**src/rtl/decode_ctrl_if.sv**
```systemverilog
// Fetch/decode/execute boundary bundle for the decode-stage controller.
// master: the controller side (decode_ctrl); slave: the surrounding pipeline.
// Signals: fetch beat (if_*), held instruction (id_*), issue handshake (ex_*),
// flush, load-writeback pulse and the load-use hazard indication.
interface decode_ctrl_if #(
    parameter int XLEN = 32
);
    logic            if_valid;
    logic            if_ready;
    logic [31:0]     if_instr;
    logic [XLEN-1:0] if_pc;
    logic [31:0]     id_instr;
    logic [XLEN-1:0] id_pc;
    logic            ex_valid;
    logic            ex_ready;
    logic            flush;
    logic            mem_load_done;
    logic            hazard;

    modport master (
        input  if_valid, if_instr, if_pc, ex_ready, flush, mem_load_done,
        output if_ready, id_instr, id_pc, ex_valid, hazard
    );

    modport slave (
        output if_valid, if_instr, if_pc, ex_ready, flush, mem_load_done,
        input  if_ready, id_instr, id_pc, ex_valid, hazard
    );
endinterface

```
**src/rtl/decode_ctrl.sv**
```systemverilog
// Decode-stage controller: IF/ID register, load-use stall against one outstanding load, flush.
// Latency: beat accepted at edge N is offered to execute right after edge N (1 cycle).
// Backpressure: if_ready only when empty or issuing this cycle; stalls hold id_instr/id_pc.
//
// Ports: clk, rst (async, active-high); bus (decode_ctrl_if.master) carries the fetch beat,
// the held instruction to the decoder, the execute handshake, flush, mem_load_done, hazard.
// Optional feature macro DECODE_CTRL_PERF_EN adds output stall_cnt[CNT_W-1:0], a saturating
// count of hazard cycles cleared only by rst.
module decode_ctrl #(
    parameter int XLEN  = 32,
    parameter int CNT_W = 16
) (
    input  logic              clk,
    input  logic              rst,
    decode_ctrl_if.master     bus
`ifdef DECODE_CTRL_PERF_EN
    ,
    output logic [CNT_W-1:0]  stall_cnt
`endif
);

    typedef enum logic [1:0] {
        EMPTY  = 2'd0,
        FULL   = 2'd1,
        HAZARD = 2'd2
    } state_t;

    localparam logic [6:0] OP_REG    = 7'b0110011;
    localparam logic [6:0] OP_STORE  = 7'b0100011;
    localparam logic [6:0] OP_BRANCH = 7'b1100011;
    localparam logic [6:0] OP_LOAD   = 7'b0000011;
    localparam logic [6:0] OP_IMM    = 7'b0010011;
    localparam logic [6:0] OP_JALR   = 7'b1100111;
    localparam logic [31:0] NOP      = 32'h0000_0013;

    state_t          state;
    state_t          state_nxt;
    logic [31:0]     id_instr;
    logic [XLEN-1:0] id_pc;
    logic            ld_pend;
    logic [4:0]      ld_rd;

    logic [6:0]      opcode;
    logic [4:0]      rs1;
    logic [4:0]      rs2;
    logic            use_rs1;
    logic            use_rs2;
    logic            raw;
    logic            hazard;
    logic            ex_valid;
    logic            issue;
    logic            if_ready;
    logic            accept;

    assign opcode = id_instr[6:0];
    assign rs1    = id_instr[19:15];
    assign rs2    = id_instr[24:20];

    // Source-register usage by opcode; anything unrecognised uses none.
    always_comb begin
        use_rs1 = 1'b0;
        use_rs2 = 1'b0;
        case (opcode)
            OP_REG, OP_STORE, OP_BRANCH: begin
                use_rs1 = 1'b1;
                use_rs2 = 1'b1;
            end
            OP_LOAD, OP_IMM, OP_JALR: use_rs1 = 1'b1;
            default: ;
        endcase
    end

    // A second load behind a pending one also stalls: only one may be outstanding.
    assign raw = ld_pend &&
                 (((ld_rd != 5'd0) &&
                   ((use_rs1 && (rs1 == ld_rd)) || (use_rs2 && (rs2 == ld_rd)))) ||
                  (opcode == OP_LOAD));

    assign hazard   = (state != EMPTY) && raw;
    assign ex_valid = (state != EMPTY) && !hazard && !bus.flush;
    assign issue    = ex_valid && bus.ex_ready;
    assign if_ready = !bus.flush && ((state == EMPTY) || issue);
    assign accept   = bus.if_valid && if_ready;

    always_comb begin
        state_nxt = state;
        if (bus.flush) begin
            state_nxt = EMPTY;
        end else begin
            case (state)
                EMPTY:       if (accept) state_nxt = FULL;
                FULL, HAZARD: begin
                    if (issue)    state_nxt = accept ? FULL : EMPTY;
                    else if (raw) state_nxt = HAZARD;
                    else          state_nxt = FULL;
                end
                default:     state_nxt = EMPTY;
            endcase
        end
    end

    always_ff @(posedge clk or posedge rst) begin
        if (rst) begin
            state <= EMPTY;
        end else begin
            state <= state_nxt;
        end
    end

    // IF/ID register: loads only on accept, so it holds through stalls and backpressure.
    always_ff @(posedge clk or posedge rst) begin
        if (rst) begin
            id_instr <= NOP;
            id_pc    <= '0;
        end else if (accept) begin
            id_instr <= bus.if_instr;
            id_pc    <= bus.if_pc;
        end
    end

    // Issuing a load takes priority over a coincident writeback pulse; flush leaves it alone.
    always_ff @(posedge clk or posedge rst) begin
        if (rst) begin
            ld_pend <= 1'b0;
            ld_rd   <= 5'd0;
        end else if (issue && (opcode == OP_LOAD)) begin
            ld_pend <= 1'b1;
            ld_rd   <= id_instr[11:7];
        end else if (bus.mem_load_done) begin
            ld_pend <= 1'b0;
        end
    end

`ifdef DECODE_CTRL_PERF_EN
    always_ff @(posedge clk or posedge rst) begin
        if (rst) begin
            stall_cnt <= '0;
        end else if (hazard && (stall_cnt != {CNT_W{1'b1}})) begin
            stall_cnt <= stall_cnt + 1'b1;
        end
    end
`else
    // Counter width only matters when the counter exists.
    if (CNT_W < 1) begin : g_cnt_w_unused
    end
`endif

    assign bus.if_ready = if_ready;
    assign bus.id_instr = id_instr;
    assign bus.id_pc    = id_pc;
    assign bus.ex_valid = ex_valid;
    assign bus.hazard   = hazard;

endmodule

```
**src/flat_wrapper.sv**
```systemverilog
// flat-port wrapper written by rule: the top's interface ports become plain ports
module decode_ctrl_flat 
#(
    parameter int XLEN  = 32,
    parameter int CNT_W = 16
)
  (clk, rst, bus_if_valid, bus_if_instr, bus_if_pc, bus_ex_ready, bus_flush, bus_mem_load_done, bus_if_ready, bus_id_instr, bus_id_pc, bus_ex_valid, bus_hazard);
  decode_ctrl_if #(.XLEN(XLEN)) bus_i ();
  input  logic clk;
  input  logic rst;
  input wire logic [$bits(bus_i.if_valid)-1:0] bus_if_valid;
  input wire logic [$bits(bus_i.if_instr)-1:0] bus_if_instr;
  input wire logic [$bits(bus_i.if_pc)-1:0] bus_if_pc;
  input wire logic [$bits(bus_i.ex_ready)-1:0] bus_ex_ready;
  input wire logic [$bits(bus_i.flush)-1:0] bus_flush;
  input wire logic [$bits(bus_i.mem_load_done)-1:0] bus_mem_load_done;
  output wire logic [$bits(bus_i.if_ready)-1:0] bus_if_ready;
  output wire logic [$bits(bus_i.id_instr)-1:0] bus_id_instr;
  output wire logic [$bits(bus_i.id_pc)-1:0] bus_id_pc;
  output wire logic [$bits(bus_i.ex_valid)-1:0] bus_ex_valid;
  output wire logic [$bits(bus_i.hazard)-1:0] bus_hazard;
  assign bus_i.if_valid = bus_if_valid;
  assign bus_i.if_instr = bus_if_instr;
  assign bus_i.if_pc = bus_if_pc;
  assign bus_i.ex_ready = bus_ex_ready;
  assign bus_i.flush = bus_flush;
  assign bus_i.mem_load_done = bus_mem_load_done;
  assign bus_if_ready = bus_i.if_ready;
  assign bus_id_instr = bus_i.id_instr;
  assign bus_id_pc = bus_i.id_pc;
  assign bus_ex_valid = bus_i.ex_valid;
  assign bus_hazard = bus_i.hazard;
  decode_ctrl #(.XLEN(XLEN), .CNT_W(CNT_W)) u_core (.clk(clk), .rst(rst), .bus(bus_i));
endmodule
```
**config.mk**
```make
export PLATFORM = sky130hd
export DESIGN_NAME = decode_ctrl_flat
export DESIGN_NICKNAME = d
export VERILOG_FILES = /design/src/rtl/decode_ctrl_if.sv /design/src/rtl/decode_ctrl.sv /design/src/flat_wrapper.sv
export SDC_FILE = /design/constraint.sdc
export NUM_CORES = 1
export LEC_CHECK = 0
export BUFFER_PORTS_ARGS = -buffer_cell sky130_fd_sc_hd__buf_2
export CORE_MARGIN = 10
export CORE_UTILIZATION = 40
export DETAILED_ROUTE_END_ITERATION = 8
export PLACE_DENSITY = 0.7
export SYNTH_ARGS = -nofsm -noshare
export SYNTH_HDL_FRONTEND = slang
export SYNTH_SLANG_ARGS = --single-unit
```
**constraint.sdc**
```tcl
create_clock -name clk -period 4.1 [get_ports clk]
set_input_delay 0.205 -clock clk [delete_from_list [all_inputs] [get_ports clk]]
set_output_delay 0.205 -clock clk [all_outputs]
set_load 0.05 [all_outputs]
```
# After elaboration in Yosys (flattened, before gate mapping)
# Index checks and enable logic that the tools add are counted.
# Widths: inputs -> output; s select.
word_totals:
  reg_bits: 72
  out_inout_bits: 67
  wordCells: 49
classes:
  n_eq_ne: 11
  muxes: 10
  n_reduce_logical: 23
ops:
  columns: ["operator", "count"]
  rows:
  - ["$eq 7x6->1 const B", 2]
  - ["$eq 7x7->1 const B", 2]
  - ["$logic_and 1x1->1", 11]
  - ["$eq 5x5->1", 2]
  - ["$mux 2", 4]
  - ["$eq 7x2->1 const B", 1]
  - ["$eq 7x5->1 const B", 1]
  - ["$reduce_or 6->1", 1]
  - ["$mux 1", 5]
  - ["$reduce_bool 5->1", 1]
  - ["$pmux 2 s2", 1]
  - ["$reduce_bool 2->1", 2]
  - ["$logic_or 1x1->1", 3]
  - ["$ne 3x2->1 const B", 1]
  - ["$reduce_or 3->1", 1]
  - ["$eq 2x1->1 const B", 1]
  - ["$eq 2x2->1 const B", 1]
  - ["$logic_not 1->1", 2]
  - ["$logic_not 2->1", 1]
  - ["$reduce_or 2->1", 1]

# Logic depth before layout (Yosys ltp)
# Gate-level depths: netlist (run 1).
logic_depth:
  ltp_word: 20
  depth_mapped: 7

# Worst setup path after synthesis (run 1)
# OpenSTA, ideal clock, no wires.
synth_timing:
  path_kind: "register to output"
  from: "register u_core.id_instr[1], in the netlist u_core.bus.id_instr[1]"
  to: "output port bus_hazard"
  t_arrival_ns: 2.533
  path_slack_ns: 1.362
  path_stages_with_launch: 7
  path_cell_list: "dfstp_2 and3b_1 nand2b_1 or3_1 a21oi_1 o21a_1 nor2b_1"
synth_via:
  elab_chain_cells: 9
  elab_cells_between_ends: 17
  cone_classes: "eq/ne (6); mux (2); reduce/logical (9)"
synth_rtl:
  columns: ["item", "line", "rtl"]
  rows:
  - ["start, declared", "decode_ctrl.sv:38", "logic [31:0] id_instr;"]
  - ["start signal, assigned", "decode_ctrl.sv:116", "id_instr <= bus.if_instr;"]
  - ["$eq 7x5->1, or another cell as far along", "decode_ctrl.sv:63", "case (opcode)"]
  - ["$reduce_or 6->1 (no source line) / $reduce_or 3->1 (equally long branches)", null, null]
  - ["$mux 1", "decode_ctrl.sv:63", null]
  - ["$logic_and 1x1->1", "decode_ctrl.sv:76", "((use_rs1 && (rs1 == ld_rd)) || (use_rs2 && (rs2 == ld_rd)))) ||"]
  - ["$logic_or 1x1->1", "decode_ctrl.sv:76", null]
  - ["$logic_and 1x1->1", "decode_ctrl.sv:75", "(((ld_rd != 5'd0) &&"]
  - ["$logic_or 1x1->1 *", "decode_ctrl.sv:76", null]
  - ["$logic_and 1x1->1 *", "decode_ctrl.sv:74", "assign raw = ld_pend &&"]
  - ["$logic_and 1x1->1 *", "decode_ctrl.sv:79", "assign hazard = (state != EMPTY) && raw;"]
  - ["end, declared", "flat_wrapper.sv:21", "output wire logic [$bits(bus_i.hazard)-1:0] bus_hazard;"]
# Mark *: on every way between the ends. The rest lies on a longest branch, timed or not.

# Worst setup path in the final report (run 1)
layout_timing:
  from: "register u_core.id_instr[0], in the netlist u_core.bus.id_instr[0]"
  to: "output port bus_hazard"
# Same word-level chain as after synthesis.

==> metrics.yaml, run 1 <==
status:
  status: "finished, final reports clean"
clock_network:
  clock_insertion_delay_worst_skew_ns: 0.33
  cts.clk_slew.worst_paths_ns: 0.07
  cts_buffer_depth: 2
  clock_sink_count: 72
  clockRootBuffer: "clkbuf_8"
  tritoncts_clock_tree: "done"
  numCtsBuffers: 9
  ctsHtreeMaxLevel: 3
drt:
  route.detailed.drc: 0
  avgRoutedWirePerCell_um: 16.7
  vias_per_cell: 4.83
  final_antenna_net_count: 0
  detailroute.via_count: 2164
  routed_wirelength_mm: 7.49
  count_of_tritonroute_iterations_in_the_first_routing_pass: 4
  met2_length_mm: 3.43
  drt-initial-drc-count: 51
  detail_route.wirelength.met1_mm: 3.05
  wl_met3_um: 901
  highest-signal-layer: "met4"
die:
  design.die.area_um2: 11500
  die_x_um: 107
  floorplan.initialDensity: 0.415
  rows: 31
  floorplan.core_area_um2: 7290
  floorplan.io_pins: 137
  vertical_extent_of_the_die_um: 107
setup_path:
  cp.required_ns: 3.89
  setup.worst_path.start_class: "flop"
  timing_worst_setup_path_type: "flop to primary output"
  crit_chain: "and3b_1 -> nand2b_1 -> or3_1 -> a21oi_1 -> o21a_1 -> nor2b_1 -> buf_2"
  rr_worst_depth: 6
  cp_max_fo: 4
  regToRegStartpoint: "u_core.ld_rd[1]$_DFFE_PP0P_"
  reg2reg_setup_slack_ns: 1.54
  cp-end-kind: "primary output"
  critPathMaxStageDelay_ns: 0.54
  critical_path.slowest_cell: "dfstp_2"
  critical_path.reg2reg.endpoint: "u_core.bus.id_pc[19]$_DFFE_PP0P_"
  gate_family_responsible_for_the_most_delay_along_the_worst_path: "simple AND/OR/NAND/NOR gates"
  worstPathBufferInverterCount: 1
  critical_path_arrival_ns: 2.54
layout:
  layout.cells.most_common: "buf_2"
  most_frequent_cells_in_the_layout: "buf_2, dfrtp_1, mux2_2"
  finish.cell_count_without_fillers: 448
  final_layout_size_suffix_gt1_frac: 0.622
  diodes: 0
  fin_nets: 417
  flow.area_growth_from_synthesis_pct: 33.0
worst_hold_path:
  min_path_type: "primary input to flop"
  min_from: "bus_if_instr[11]"
  worst_hold_path.endpoint: "u_core.bus.id_instr[11]$_DFFE_PP0P_"
  min_path_cells: 2
timing:
  timing.fmax_mhz: 365
  rsz_0062_raised_after_global_routing: "no"
  final_report_max_slew_violation_count: 0
  max-slew-margin-rel: 0.517
  timing_hold_violations_final: 0
  clock_skew_ns: 0.00691
  setup_viol: 0
  tightestPinTransition_ns: 0.724
  post-route-period-util: 0.669
  fin_setup_tns_ns: 0
  min_clock_period_post_route_ns: 2.74
yosys:
  postSynthRegisterBits: 72
  yosysWarningCount: 0
  synthesis.area_um2: 3030
  synth_cell_types: 32
  synthesis.area_per_instance_um2: 15.1
  synth-seq-area-share: 0.596
  syn-instance-count: 201
  postSynth.asyncResetShare: 1.00
  primary_flip_flop_cell_chosen_by_synthesis_mapping: "dfrtp_1"
  post_synth_edffs: 0
  syn-num-nets: 273
global_routing:
  gr-total-overflow: 0
  grt_first_pass_wirelength_mm: 12.0
  vias_in_the_first_global_route: 2416
  grt_max_degree: 49
  groute.usage.overall: 0.129
  antenna_found_initial: 0
power:
  irDropWorstVdd_mv: 0.354
  static-leakage-power_nw: 1.94
  p_per_area_nw_per_um2: 607
placed_design:
  number_of_placed_instances_with_taps_included: 432
  gp_congestion: 0.766
  io_buffers: 136
  post-dp-hpwl_mm: 5.76
flow_run:
  maxCapViolations: 0
registers in the layout, indices dropped and copies added (netlist names):
signal               flops
u_core.bus.id_instr     32
u_core.bus.id_pc        32
u_core.ld_pend           1
u_core.ld_rd             5
u_core.state             2
routing by layer:
layer	global-route usage	up-vias
li1	-	1000
met1	0.144	1054
met2	0.203	99
met3	0.0778	11
met4	0.0416	0
met5	0	-
cells by family after synthesis:
kind of cell             count (synthesis)  share of synthesized area
flip-flops                              72                      0.596
multiplexers                            69                      0.257
AND/OR/NAND/NOR                         21                     0.0401
buffers and inverters                   14                     0.0322
AO/OA/AOI/OAI                           13                     0.0376
XOR/XNOR                                10                     0.0289
adder cells (fa/ha/maj)                  2                    0.00826
power breakdown:
part	leakage (nW)	internal (mW)	switching (mW)	total, mW
clock	0.113	0.402	0.260	0.662
sequential	0.858	0.844	0.0824	0.926
combinational	0.971	0.240	0.615	0.855
area by class of cell:
type	instances	area [um^2]
flip-flops and latches	72	1810
clock buffers	10	128
multi-input cells	115	1120
repair buffers	140	713
well taps	99	124
fillers	658	3260
inverters	7	26.3
clock inverters	5	106
synthesized netlist by cell type (all sizes together) (2+ instances only):
library cell	n	area [um^2]
o21ai	2	10.0
dfstp	3	78.8
mux2	69	777
nand2	3	11.3
nand2b	2	12.5
nor2b	2	12.5
xnor2	7	61.3
xor2	3	26.3
ha	2	25.0
or4	2	15.0
inv	7	26.3
nand3	2	10.0
buf	6	67.6
nor3	2	10.0
or3	3	18.8
a21oi	3	15.0
dfrtp	69	1730
nor2	2	7.51
worst max-delay path by stage:
| stage | startpoint | cells after the start | end |
|---|---|---|---|
| 6_report | u_core.bus.id_instr[0]$_DFFE_PP1P_ | 7 | bus_hazard |
| 5_1_grt | u_core.bus.id_instr[0]$_DFFE_PP1P_ | 7 | bus_hazard |
| 4_1_cts | u_core.bus.id_instr[0]$_DFFE_PP1P_ | 7 | bus_hazard |
| 3_5_place_dp | u_core.ld_rd[1]$_DFFE_PP0P_ | 6 | u_core.bus.id_pc[10]$_DFFE_PP0P_ |
| 3_3_place_gp | u_core.ld_rd[2]$_DFFE_PP0P_ | 6 | u_core.bus.id_instr[27]$_DFFE_PP0P_ |
| 2_1_floorplan | u_core.bus.id_instr[1]$_DFFE_PP1P_ | 6 | bus_hazard |
metrics by stage:
| stage | worst slack [ns] | power [mW] | utilization | hold slack [ns] | cell area, um^2 |
|---|---|---|---|---|---|
| floorplan | 1.36 | 1.58 | - | 0.277 | 3030 |
| global placement | 1.60 | 1.79 | 0.519 | 0.374 | 3780 |
| detailed placement | 1.53 | 1.81 | 0.519 | 0.374 | 3780 |
| CTS | 1.33 | 2.48 | 0.552 | 0.0589 | 4030 |
| global route | 1.23 | 2.56 | 0.552 | 0.0612 | 4030 |
| finish | 1.36 | 2.44 | 0.552 | 0.0786 | 4030 |
timing repair:
| action | 4_1_cts | 5_1_grt |
|---|---|---|
| endpoints found under the hold margin | 8 | 0 |
| buffers inserted | 0 | 0 |
| resized for setup | 0 | 0 |
| hold buffers | 1 | 0 |
worst register-to-register path: stages (launching register included):
cell and delay, ns:
dfrtp_1 0.42, or4_1 0.53, o21ai_1 0.14, a21oi_1 0.10, o41ai_4 0.26, buf_4 0.57
mux2_2 0.44
Power figures use the tool's default switching activity.
==> run 2: changes to the inputs <==
==> constraint.sdc (replaced) <==
create_clock -name clk -period 2.8 [get_ports clk]
set_input_delay 0.14 -clock clk [delete_from_list [all_inputs] [get_ports clk]]
set_output_delay 0.14 -clock clk [all_outputs]
set_load 0.05 [all_outputs]
==> run 2 against run 1 <==
  * Wire length is 1.3% lower
  * Highest routed layer unchanged
  * Largest power group unchanged
  * Utilization rose by 0.58 points
  * Via count is 0.32% higher
==> metrics.yaml, run 2 (synthesized netlist as in run 1, its figures left out) <==
timing:
  tightestPinTransition_ns: 0.703
  timing.fmax_mhz: 387
  max-slew-margin-rel: 0.531
  rsz_0062_raised_after_global_routing: "no"
  hold_ws_ns: 0.0173
  min_clock_period_post_route_ns: 2.59
  clock_skew_ns: 0.00754
  fin_setup_tns_ns: 0
  post-route-period-util: 0.923
  setup_viol: 0
  final_report_max_slew_violation_count: 0
  timing_hold_violations_final: 0
drt:
  routed_wirelength_mm: 7.39
  vias_per_cell: 4.78
  drt-initial-drc-count: 59
  avgRoutedWirePerCell_um: 16.3
  route.detailed.drc: 0
  count_of_tritonroute_iterations_in_the_first_routing_pass: 4
  detailroute.via_count: 2171
  final_antenna_net_count: 0
worst_hold_path:
  min_path_type: "primary input to flop"
layout:
  most_frequent_cells_in_the_layout: "buf_2, dfrtp_1, mux2_2"
  layout.cells.most_common: "buf_2"
  fin_nets: 422
  reg_top3: "u_core.bus.id_instr (32), u_core.bus.id_pc (32), u_core.ld_rd (5)"
  final_layout_size_suffix_gt1_frac: 0.617
  finish.cell_count_without_fillers: 454
  finalCoreUtilization: 0.558
  flow.area_growth_from_synthesis_pct: 34.4
  diodes: 0
  fillerInstances: 661
setup_path:
  crit_chain: "and3b_1 -> nand2b_1 -> or3_1 -> a21oi_2 -> o21a_1 -> nor2b_1 -> buf_2"
  worstPathBufferInverterCount: 1
  critical_path.slowest_cell: "dfstp_2"
  critical_path_arrival_ns: 2.45
  cp.required_ns: 2.66
  timing_worst_setup_path_type: "flop to primary output"
  cp-end-kind: "primary output"
  setup.worst_path.start_class: "flop"
  gate_family_responsible_for_the_most_delay_along_the_worst_path: "simple AND/OR/NAND/NOR gates"
  critPathMaxStageDelay_ns: 0.54
  cp_max_fo: 4
die:
  die_x_um: 107
  floorplan.initialDensity: 0.415
  floorplan.io_pins: 137
  rows: 31
  design.die.area_um2: 11500
  vertical_extent_of_the_die_um: 107
  floorplan.core_area_um2: 7290
clock_network:
  post-cts-setup-buffers: 0
  clock_insertion_delay_worst_skew_ns: 0.34
  cts_buffer_depth: 2
  cts.clk_slew.worst_paths_ns: 0.08
  clock_sink_count: 72
  tritoncts_clock_tree: "done"
  clockRootBuffer: "clkbuf_8"
  numCtsBuffers: 9
  ctsHtreeMaxLevel: 3
placed_design:
  post-dp-hpwl_mm: 5.73
  io_buffers: 136
  number_of_placed_instances_with_taps_included: 432
  gp_congestion: 0.838
global_routing:
  gr-total-overflow: 0
  groute.usage.overall: 0.130
  vias_in_the_first_global_route: 2399
  grt_first_pass_wirelength_mm: 12.0
  grt_max_degree: 41
  antenna_found_initial: 0
power:
  irDropWorstVdd_mv: 0.520
  p_per_area_nw_per_um2: 844
  static-leakage-power_nw: 1.96
flow_run:
  maxCapViolations: 0
status:
  status: "finished, final reports clean"
==> run 2: changes by cell type in the layout (fill, tap and decap cells not counted), sizes merged <==
cell,delta
dlygate4sd3,+5
bufinv,-2
clkbuf,+1
clkinv,+2
==> run 2: worst register-to-register path, cell delays in order (launching register included) <==
cell and delay, ns:
dfrtp_1 0.43, or4_1 0.54, o21ai_1 0.16, a21oi_2 0.08
o41ai_4 0.29, buf_4 0.41, mux2_2 0.40
==> run 2: power by group <==
part / leakage (nW) / switching (mW) / internal, mW
clock: 0.0993 / 0.381 / 0.435
combinational: 1.00 / 0.902 / 0.360
sequential: 0.858 / 0.120 / 1.24
total: 1.96 / 1.40 / 2.03
==> run 2: final cells by class <==
class	instances	area, um^2	share of cell area
inverter	7	26.3	0.00646
multi-input combinational	115	1130	0.277
tap	99	124	0.0304
clock buffer	11	141	0.0347
clock inverter	5	56.3	0.0138
timing repair buffer	145	788	0.194
sequential	72	1810	0.444
==> run 2: metrics by stage <==
| stage | instance area [um^2] | total power, mW | setup WS (ns) |
|---|---|---|---|
| after floorplan | 3030 | 2.32 | 0.127 |
| after global placement | 3810 | 2.63 | 0.434 |
| after detailed placement | 3810 | 2.65 | 0.405 |
| after CTS | 4070 | 3.49 | 0.103 |
| after global routing | 4070 | 3.62 | 0.0593 |
| final | 4070 | 3.43 | 0.214 |
==> run 2: repair_timing <==
action | 4_1_cts | 5_1_grt
endpoints found under the setup margin | 0 | 1
resized for setup | 0 | 1
endpoints found under the hold margin | 37 | 0
hold buffers | 6 | 0
==> run 2: metal layers <==
| layer | vias up | track usage | wire (um) | part of all wire |
|---|---|---|---|---|
| li1 | 1023 | - | - | - |
| met1 | 1049 | 0.146 | 2970 | 0.40 |
| met2 | 90 | 0.198 | 3450 | 0.47 |
| met3 | 9 | 0.0778 | 885 | 0.12 |
| met4 | 0 | 0.0522 | 93 | 0.013 |
| met5 | - | 0 | 0 | 0 |
==> run 2: path summary, 6_finish.rpt <==
check                                                   startpoint                                   to  slack (ns)  depth (start not counted)
max in group asynchronous                                      rst   u_core.bus.id_instr[4]$_DFFE_PP1P_        1.61                          4
worst min-delay path                                 bus_if_pc[15]     u_core.bus.id_pc[15]$_DFFE_PP0P_        0.02                          2
min in group asynchronous                                      rst     u_core.bus.id_pc[21]$_DFFE_PP0P_        0.46                          3
worst max register to register         u_core.ld_rd[1]$_DFFE_PP0P_  u_core.bus.id_instr[14]$_DFFE_PP0P_        0.38                          6
worst min register to register    u_core.bus.id_pc[15]$_DFFE_PP0P_     u_core.bus.id_pc[15]$_DFFE_PP0P_        0.48                          1
worst max-delay path            u_core.bus.id_instr[0]$_DFFE_PP1P_                           bus_hazard        0.21                          7
